===== src/rtl/perf_counter_sampler_pkg.sv =====
// Shared types for the perf counter sampler: sample record carried through the FIFO and sweep FSM states.
// PERF_ADDR_W is fixed by the perf_counters CSR port; sample data is carried at full 64-bit width.
package perf_counter_sampler_pkg;

   localparam int PERF_ADDR_W   = 5;
   localparam int SAMPLE_DATA_W = 64;
   localparam int SEQ_W         = 8;

   typedef enum logic {
      IDLE  = 1'b0,
      SWEEP = 1'b1
   } sampler_state_e;

   typedef struct packed {
      logic [SAMPLE_DATA_W-1:0] data;
      logic [PERF_ADDR_W-1:0]   idx;
      logic [SEQ_W-1:0]         seq;
      logic                     last;
   } perf_sample_t;

endpackage


===== src/rtl/perf_sample_fifo.sv =====
// Sample FIFO: DEPTH x perf_sample_t, push visible at head one cycle later.
// Push is ignored when full (even with a same-cycle pop); head is zero while empty.
module perf_sample_fifo
   import perf_counter_sampler_pkg::*;
#(
   parameter int DEPTH = 4
) (
   input  logic         clk_i,
   input  logic         rst_ni,
   input  logic         push_i,
   input  perf_sample_t push_dat_i,
   input  logic         pop_i,
   output perf_sample_t head_o,
   output logic         full_o,
   output logic         empty_o
);

   localparam int AW = $clog2(DEPTH);
   localparam int PW = AW + 1;

   perf_sample_t    mem_q [DEPTH];
   logic [PW-1:0]   wr_q, wr_d;
   logic [PW-1:0]   rd_q, rd_d;
   logic            push_ok;
   logic            pop_ok;

   // Extra pointer bit distinguishes full from empty when the low bits match.
   assign empty_o = (wr_q == rd_q);
   assign full_o  = (wr_q[AW] != rd_q[AW]) && (wr_q[AW-1:0] == rd_q[AW-1:0]);
   assign push_ok = push_i && !full_o;
   assign pop_ok  = pop_i && !empty_o;
   assign wr_d    = wr_q + PW'(push_ok);
   assign rd_d    = rd_q + PW'(pop_ok);
   assign head_o  = empty_o ? '0 : mem_q[rd_q[AW-1:0]];

   always_ff @(posedge clk_i) begin
      if (push_ok) begin
         mem_q[wr_q[AW-1:0]] <= push_dat_i;
      end
   end

   always_ff @(posedge clk_i) begin
      if (!rst_ni) begin
         wr_q <= '0;
         rd_q <= '0;
      end else begin
         wr_q <= wr_d;
         rd_q <= rd_d;
      end
   end

endmodule


===== src/rtl/perf_counter_sampler.sv =====
// Sweeps perf_counters 0..NUM_CNT-1 on timer/trigger, streaming each value out through a sample FIFO.
// One counter per cycle when the FIFO has room; a full FIFO stalls the sweep in place (no read, no clear).
module perf_counter_sampler
   import perf_counter_sampler_pkg::*;
#(
   parameter int XLEN       = 64,
   parameter int NUM_CNT    = 16,
   parameter int FIFO_DEPTH = 4,
   parameter int INTERVAL_W = 32
) (
   input  logic                   clk_i,
   input  logic                   rst_ni,
   input  logic                   enable_i,
   input  logic [INTERVAL_W-1:0]  interval_i,
   input  logic                   trigger_i,
   input  logic                   clear_on_read_i,
   input  logic                   debug_mode_i,
   input  logic                   clr_overrun_i,
   output logic [4:0]             perf_addr_o,
   output logic                   perf_we_o,
   output logic [XLEN-1:0]        perf_data_o,
   input  logic [XLEN-1:0]        perf_data_i,
   output logic                   sample_valid_o,
   input  logic                   sample_ready_i,
   output logic [XLEN-1:0]        sample_data_o,
   output logic [4:0]             sample_idx_o,
   output logic [7:0]             sample_seq_o,
   output logic                   sample_last_o,
   output logic                   busy_o,
   output logic                   overrun_o
);

   localparam logic [PERF_ADDR_W-1:0] LAST_IDX = PERF_ADDR_W'(NUM_CNT - 1);

   sampler_state_e          state_q;
   logic [PERF_ADDR_W-1:0]  idx_q;
   logic [SEQ_W-1:0]        seq_q;
   logic                    clr_q;
   logic [INTERVAL_W-1:0]   tmr_q, tmr_d;
   logic                    ovr_q, ovr_d;

   logic                    tmr_adv;
   logic                    tmr_fire;
   logic                    req;
   logic                    accept;
   logic                    drop_busy;
   logic                    push;
   logic                    pop;
   logic                    fifo_full;
   logic                    fifo_empty;
   perf_sample_t            push_dat;
   perf_sample_t            head;

   assign tmr_adv   = enable_i && (interval_i != '0) && !debug_mode_i;
   assign tmr_fire  = tmr_adv && (tmr_q >= interval_i - INTERVAL_W'(1));
   assign req       = tmr_fire || trigger_i;
   assign accept    = req && (state_q == IDLE) && !debug_mode_i;
   assign drop_busy = req && (state_q == SWEEP);

   // The clear strobe rides only on the push cycle so each counter is read and zeroed atomically.
   assign push      = (state_q == SWEEP) && !fifo_full;
   assign pop       = sample_valid_o && sample_ready_i;

   always_comb begin
      push_dat      = '0;
      push_dat.data = SAMPLE_DATA_W'(perf_data_i);
      push_dat.idx  = idx_q;
      push_dat.seq  = seq_q;
      push_dat.last = (idx_q == LAST_IDX);
   end

   always_comb begin
      tmr_d = tmr_q;
      if (tmr_adv) begin
         tmr_d = tmr_fire ? '0 : tmr_q + INTERVAL_W'(1);
      end
      ovr_d = ovr_q;
      if (drop_busy) begin
         ovr_d = 1'b1;
      end else if (clr_overrun_i) begin
         ovr_d = 1'b0;
      end
   end

   always_ff @(posedge clk_i) begin
      if (!rst_ni) begin
         state_q <= IDLE;
         idx_q   <= '0;
         seq_q   <= '0;
         clr_q   <= 1'b0;
         tmr_q   <= '0;
         ovr_q   <= 1'b0;
      end else begin
         tmr_q <= tmr_d;
         ovr_q <= ovr_d;
         case (state_q)
            IDLE: begin
               if (accept) begin
                  state_q <= SWEEP;
                  idx_q   <= '0;
                  clr_q   <= clear_on_read_i;
               end
            end
            SWEEP: begin
               if (push) begin
                  if (idx_q == LAST_IDX) begin
                     state_q <= IDLE;
                     idx_q   <= '0;
                     seq_q   <= seq_q + SEQ_W'(1);
                  end else begin
                     idx_q   <= idx_q + PERF_ADDR_W'(1);
                  end
               end
            end
            default: state_q <= IDLE;
         endcase
      end
   end

   perf_sample_fifo #(
      .DEPTH (FIFO_DEPTH)
   ) u_fifo (
      .clk_i      (clk_i),
      .rst_ni     (rst_ni),
      .push_i     (push),
      .push_dat_i (push_dat),
      .pop_i      (pop),
      .head_o     (head),
      .full_o     (fifo_full),
      .empty_o    (fifo_empty)
   );

   assign busy_o         = (state_q == SWEEP);
   assign perf_addr_o    = (state_q == SWEEP) ? idx_q : '0;
   assign perf_we_o      = push && clr_q;
   assign perf_data_o    = '0;
   assign overrun_o      = ovr_q;
   assign sample_valid_o = !fifo_empty;
   assign sample_data_o  = XLEN'(head.data);
   assign sample_idx_o   = head.idx;
   assign sample_seq_o   = head.seq;
   assign sample_last_o  = head.last;

endmodule


===== config.mk =====
export PLATFORM = sky130hd
export DESIGN_NAME = perf_counter_sampler
export DESIGN_NICKNAME = d
export VERILOG_FILES = /design/src/rtl/perf_counter_sampler_pkg.sv /design/src/rtl/perf_sample_fifo.sv /design/src/rtl/perf_counter_sampler.sv
export SDC_FILE = /design/constraint.sdc
export NUM_CORES = 1
export LEC_CHECK = 0
export CAP_MARGIN = 0
export CORE_MARGIN = 8
export CORE_UTILIZATION = 40
export CTS_CLUSTER_DIAMETER = 50
export DETAILED_ROUTE_END_ITERATION = 16
export PLACE_DENSITY = 0.6
export SYNTH_ARGS = -nofsm -noshare
export SYNTH_HDL_FRONTEND = slang
export SYNTH_SLANG_ARGS = --single-unit

===== constraint.sdc =====
create_clock -name clk_i -period 10.5 [get_ports clk_i]
set_input_delay 2.625 -clock clk_i [delete_from_list [all_inputs] [get_ports clk_i]]
set_output_delay 2.625 -clock clk_i [all_outputs]
set_load 0.05 [all_outputs]

==> impl_metrics.csv, run 1 <==
group,metric,value,unit
outcome,outcome,"finished clean",
power_and_ir_drop,power,0.00353,W
power_and_ir_drop,p_int,0.00260,W
logic_synthesis,synthAdderAreaFrac,0.0306,
logic_synthesis,synth_top_family_by_area,"simple AND/OR/NAND/NOR gates",
setup_path,worstPathRequired,10910,ps
die,die_w,218,µm
sta,period_needed,6250,ps
clock_tree,htreeDepth,2,
cells_and_area,layout_commonest_cell,"edfxtp_1",
worst_hold_path,min_path_type,"reg2reg",
detailed_routing,vias,8965,
die,rows,74,
grt,antenna_found_initial,1,
setup_path,end_kind,"flop",
cells_and_area,seqCellArea,10500,µm²
die,die_y,218,µm
power_and_ir_drop,ir_drop,0.0000954,V
clock_tree,tritoncts,"done",
logic_synthesis,synthMuxAreaShare,0.109,
clock_tree,cts.sinks,366,
clock_tree,cts_root_buf,"clkbuf_16",
logic_synthesis,synth_top_area_cell,"edfxtp_1",
die,io_pins,255,
logic_synthesis,synth_edf_count,312,
detailed_routing,wl_per_cell,19.1,µm
logic_synthesis,synth_area_leaders,"edfxtp_1, mux4_2, dfxtp_1, nor2b_1, ha_1",
logic_synthesis,synth_xor_area_frac,0.0391,
logic_synthesis,syn_area_per_cell,15.9,µm²
clock_tree,hold_buffers,0,
sta,hold_viol_final,0,
logic_synthesis,synth-seq-cells,366,
die,core-area,40600,µm²
logic_synthesis,synth_ff_type,"edfxtp_1",
power_and_ir_drop,pwr_density_cell,178,nW/µm²
setup_path,cp.arrival,6660,ps
detailed_routing,drc,0,
sta,rsz0062_at_grt,"no",
cells_and_area,fillers,3482,
power_and_ir_drop,pwr-share-seq,0.457,
power_and_ir_drop,clkPwrFrac,0.377,
power_and_ir_drop,power_switching,0.000927,W
sta,relSlewSlack,0.288,
flow_run,maxCapViolCount,0,
placement,dpl.cell_count,1723,
logic_synthesis,yosysUniqueCellTypes,70,
sta,fmax,0.160,GHz
logic_synthesis,yosysTopAreaCellShare,0.573,
cells_and_area,layout-drive-gt1-share,0.148,
sta,slew_violations,0,
sta,setup_viol,0,
detailed_routing,drt_iter0_markers,503,
setup_path,critical_path_class,"in2reg",
die,dieArea,47600,µm²
power_and_ir_drop,p_leak,6.81,nW
grt,grt_pass1_wl,53.7,mm
sta,fin_skew,12.6,ps
detailed_routing,viasPerCell,4.99,
clock_tree,clock_latency,530,ps
placement,place_hpwl,22.3,mm
die,start_util,0.403,
logic_synthesis,syn-instance-count,1026,
placement,place_congestion,0.778,
sta,fin_ws,4250,ps
detailed_routing,totalWireLength,34.2,mm
sta,final.setup.tns,0,ps
sta,post-route-period-util,0.595,
detailed_routing,antenna_left,0,
clock_tree,postCtsSetupBuffers,0,
detailed_routing,firstDrtPassIters,5,
cells_and_area,area_delta_synth_final,21.6,%
grt,grt_usage,0.142,
sta,hold_ws,455,ps
sta,worst_slew_pin_slew,1070,ps
clock_tree,clkTransAtPathRegs,60,ps
cells_and_area,final_cells,1796,
setup_path,critPathMaxFanout,32,
clock_tree,cts.path.max_buffers,3,
cells_and_area,multiInputGateArea,5400,µm²
grt,grt_max_degree,68,
logic_synthesis,syn_area,16300,µm²
logic_synthesis,synth-seq-area-share,0.640,
logic_synthesis,synth_simple_gate_area_share,0.114,
placement,io_buffers,190,
power_and_ir_drop,power_frac_comb,0.166,
clock_tree,cts_buffers,39,
setup_path,start_kind,"input pin",
grt,overflow,0,
logic_synthesis,async_flop_share,0,
logic_synthesis,ys.warnings.count,0,
grt,grt_pass1_vias,9421,
power_and_ir_drop,swShare,0.263,
logic_synthesis,synth_compound_area_frac,0.0217,
cells_and_area,final_cell_mix,"edfxtp_1, clkdlybuf4s50_1, nor2b_1",
placement,pre_cts_slack,3660,ps
cells_and_area,nets,1376,
clock_tree,ctsResizeCount,0,
-- sequential cells by signal (all words and copies together), names as in the netlist --
signal,cells
tmr_q,32
clr_q,1
u_fifo.wr_q,3
idx_q,5
busy_o,1
seq_q,8
u_fifo.mem_q,312
overrun_o,1
u_fifo.rd_q,3
-- metrics by stage --
stage                     instance area, µm²   util
after CTS                              19900  0.490
after detailed placement               18600  0.459
after global placement                 18600  0.459
final                                  19900  0.490
after floorplan                        16600      -
after global routing                   19900  0.490
-- path summary, 6_finish.rpt --
check                           depth (start not counted)                             to                 startpoint  slack [ps]
worst max-delay path                                   14         tmr_q[31]$_SDFFE_PN0P_              interval_i[6]        4250
worst max register to register                          5  u_fifo.mem_q[3][77]$_DFFE_PP_  u_fifo.rd_q[1]$_SDFF_PN0_        7410
worst min register to register                          2             clr_q$_SDFFE_PN0P_         clr_q$_SDFFE_PN0P_         460
worst min-delay path                                    2             clr_q$_SDFFE_PN0P_         clr_q$_SDFFE_PN0P_         460
-- per-layer routing --
| layer | global-route usage | share of wire | routed length, µm | vias up |
|---|---|---|---|---|
| li1 | - | - | - | 4198 |
| met1 | 0.194 | 0.45 | 15500 | 4491 |
| met2 | 0.232 | 0.48 | 16400 | 232 |
| met3 | 0.0293 | 0.052 | 1780 | 44 |
| met4 | 0.0363 | 0.016 | 541 | 0 |
| met5 | 0 | 0 | 0 | - |
-- synthesized netlist by cell type, types with 2 or more instances --
| cell type | instances |
|---|---|
| dfxtp_1 | 54 |
| o21a_1 | 3 |
| inv_1 | 16 |
| buf_4 | 64 |
| o21ai_1 | 4 |
| clkbuf_1 | 26 |
| a2111oi_0 | 2 |
| and3_1 | 37 |
| mux4_2 | 78 |
| nand4_1 | 15 |
| a21oi_1 | 11 |
| xor2_1 | 37 |
| nor3_2 | 2 |
| nor3b_1 | 3 |
| nor3_1 | 30 |
| o21ai_0 | 5 |
| or3_1 | 3 |
| nor4_4 | 2 |
| nor2_1 | 21 |
| or4_4 | 3 |
| nand2b_1 | 2 |
| nand2_1 | 31 |
| o311ai_4 | 2 |
| xnor2_1 | 36 |
| buf_6 | 6 |
| nor4_1 | 10 |
| nor4_2 | 3 |
| and2b_2 | 2 |
| buf_2 | 5 |
| and2_1 | 18 |
| nor2b_1 | 84 |
| and4_1 | 2 |
| or2_2 | 2 |
| nand3_1 | 18 |
| buf_1 | 3 |
| ha_1 | 40 |
| edfxtp_1 | 312 |
| a21boi_0 | 2 |
-- kinds of logic (layout without fill, tap and decap cells) --
group / after synthesis / count (layout)
mux: 80 / 80
other cells: 1 / 65
buf+inv: 121 / 295
xor+xnor: 73 / 73
flops: 366 / 366
fa+ha+maj: 40 / 40
simple gates: 302 / 302
compound gates: 43 / 43
-- power groups by stage --
stage	Sequential (W)	Clock (W)	Combinational [W]
after floorplan	0.00163	0	0.000417
after global placement	0.00164	0	0.000593
after detailed placement	0.00164	0	0.000594
after CTS	0.00161	0.00137	0.000595
after global routing	0.00161	0.00142	0.000620
final	0.00161	0.00133	0.000585
-- critical path, stage by stage --
cell and delay [ps]:
clkdlybuf4s50_1 520, nor4_4 430, nand4b_2 210, or2_1 300, or4_4 470, nor3_2 180, xnor2_1 90, ha_1 290
nand4_1 120, nor3_1 300, nand4_1 140, a311o_1 400, a21bo_4 350, and3_1 220
-- final cells by class --
class / instances / area share
flip-flops and latches: 366 / 0.526
multi-input cells: 602 / 0.272
repair buffers: 207 / 0.102
clock buffers: 53 / 0.0538
well taps: 532 / 0.0335
clock inverters: 19 / 0.00920
inverters: 16 / 0.00302
diodes: 1 / 0.000126
Note: power is estimated with default switching activity, not from simulation.
==> run 2, diff against run 1 <==
- PLACE_DENSITY: 0.6 -> 0.63
- clock period: 10.5 -> 5.2 ns (I/O delays scaled with it)
==> run 2 against run 1 <==
Combinational power increased by 110%. First-iteration DRC count decreased by 5.4%. Final cell count increased by 1.2%.
==> impl_metrics.csv, run 2 (same netlist as run 1, synthesis figures left out) <==
group,metric,value,unit
cells_and_area,nets,1402,
setup_path,cp.arrival,5100,ps
setup_path,worstPathRequired,5600,ps
cells_and_area,utilization,0.495,
placement,dpl.cell_count,1750,
flow_run,maxCapViolCount,0,
sta,fin_skew,14.9,ps
grt,grt_pass1_wl,52.8,mm
sta,setup_viol,0,
clock_tree,hold_buffers,0,
grt,grt_pass1_vias,9406,
grt,antenna_found_initial,0,
worst_hold_path,min_to,"clr_q$_SDFFE_PN0P_",
setup_path,start_kind,"input pin",
clock_tree,cts.path.max_buffers,3,
grt,grt_usage,0.139,
sta,period_needed,4700,ps
die,die_y,218,µm
cells_and_area,largest_reg_flops,312,
worst_hold_path,min_path_type,"reg2reg",
clock_tree,clock_latency,520,ps
power_and_ir_drop,ir_drop,0.000203,V
setup_path,rr_worst_depth,6,
cells_and_area,fillers,3469,
clock_tree,postCtsSetupBuffers,0,
cells_and_area,layout-drive-gt1-share,0.167,
sta,slew_violations,0,
detailed_routing,vias,9002,
clock_tree,cts_buffers,38,
die,dieArea,47600,µm²
die,core-area,40600,µm²
die,die_w,218,µm
detailed_routing,firstDrtPassIters,6,
sta,fmax,0.213,GHz
setup_path,end_kind,"flop",
setup_path,reg2reg_from,"u_fifo.rd_q[0]$_SDFF_PN0_",
placement,io_buffers,190,
clock_tree,ctsResizeCount,0,
power_and_ir_drop,p_leak,6.91,nW
cells_and_area,area_delta_synth_final,22.8,%
sta,relSlewSlack,0.229,
grt,grt_max_degree,69,
die,rows,74,
sta,hold_ws,467,ps
worst_hold_path,holdPathStages,2,
cells_and_area,final_cells,1817,
placement,pre_cts_slack,-69.6,ps
setup_path,r2r_end,"u_fifo.mem_q[1][69]$_DFFE_PP_",
clock_tree,clkTransAtPathRegs,60,ps
cells_and_area,antenna-diode-count,0,
setup_path,critPathMaxFanout,32,
placement,place_congestion,0.799,
detailed_routing,antenna_left,0,
grt,overflow,0,
die,io_pins,255,
worst_hold_path,hp-start,"clr_q$_SDFFE_PN0P_",
clock_tree,cts_root_buf,"clkbuf_16",
detailed_routing,wl_per_cell,18.6,µm
power_and_ir_drop,power,0.00695,W
cells_and_area,final_cell_mix,"edfxtp_1, clkdlybuf4s50_1, nor2b_1",
detailed_routing,drc,0,
detailed_routing,totalWireLength,33.8,mm
sta,worst_slew_pin_slew,1150,ps
sta,post-route-period-util,0.904,
cells_and_area,layout_commonest_cell,"edfxtp_1",
setup_path,r2r_slack,2430,ps
clock_tree,htreeDepth,2,
die,start_util,0.403,
detailed_routing,drt_iter0_markers,476,
sta,rsz0062_at_grt,"no",
sta,hold_viol_final,0,
outcome,outcome,"finished clean",
clock_tree,tritoncts,"done",
sta,fin_ws,500,ps
placement,place_hpwl,22.5,mm
detailed_routing,viasPerCell,4.95,
setup_path,critical_path_class,"in2reg",
clock_tree,cts.sinks,366,
power_and_ir_drop,pwr_density_cell,346,nW/µm²
==> run 2: cell types whose count changed in the layout (fill, tap and decap cells not counted), moves of 2 or more <==
cell	delta
clkinv_1	-3
clkbuf_8	-2
buf_4	+20
bufinv_16	-3
buf_12	+7
==> run 2: area by class of cell <==
class                      instances  area (µm²)  area share
sequential                       366       10500       0.521
inverter                          16        60.1     0.00299
timing repair buffer             234        2320       0.116
tap                              532         666      0.0332
clock buffer                      50        1040      0.0517
clock inverter                    17         108     0.00536
multi-input combinational        602        5410       0.270
==> run 2: power breakdown <==
group | total, W | internal (W) | switching, W
Sequential | 0.00325 | 0.00322 | 0.0000263
Combinational | 0.00121 | 0.000450 | 0.000759
Clock | 0.00249 | 0.00142 | 0.00107
Total | 0.00695 | 0.00509 | 0.00186
==> run 2: worst max-delay path, stage by stage <==
cell,delay (ps)
clkdlybuf4s50_1,460
nor4_4,330
nand4b_2,140
or2_1,250
or4_4,460
nor3b_2,190
xnor2_1,90
ha_1,290
nand4_1,120
nor3_1,320
nand4_1,160
a311o_1,410
a21bo_4,350
and3_1,210
==> run 2: layer usage <==
layer	vias up	track usage	share of wire
met1	4518	0.180	0.44
met5	-	0	0
met4	0	0.0336	0.017
li1	4252	-	-
met3	41	0.0289	0.046
met2	191	0.238	0.50
==> run 2: worst max path at each step <==
stage / start / to / slack, ps / cells past startpoint
global route: interval_i[7] / tmr_q[17]$_SDFFE_PN0P_ / 180 / 14
detailed placement: interval_i[7] / tmr_q[17]$_SDFFE_PN0P_ / -70 / 14
global placement: interval_i[7] / tmr_q[24]$_SDFFE_PN0P_ / -10 / 14
CTS: interval_i[7] / tmr_q[17]$_SDFFE_PN0P_ / 480 / 14
floorplan: u_fifo.rd_q[1]$_SDFF_PN0_ / u_fifo.mem_q[1][0]$_DFFE_PP_ / 120 / 7
finish: interval_i[7] / tmr_q[21]$_SDFFE_PN0P_ / 500 / 14
==> run 2: through the flow <==
step / instance area [µm²] / TNS [ps]
after floorplan: 16600 / 0
final: 20100 / 0
after detailed placement: 18900 / -1840
after global placement: 18900 / -360
after global routing: 20100 / 0
after CTS: 20100 / 0
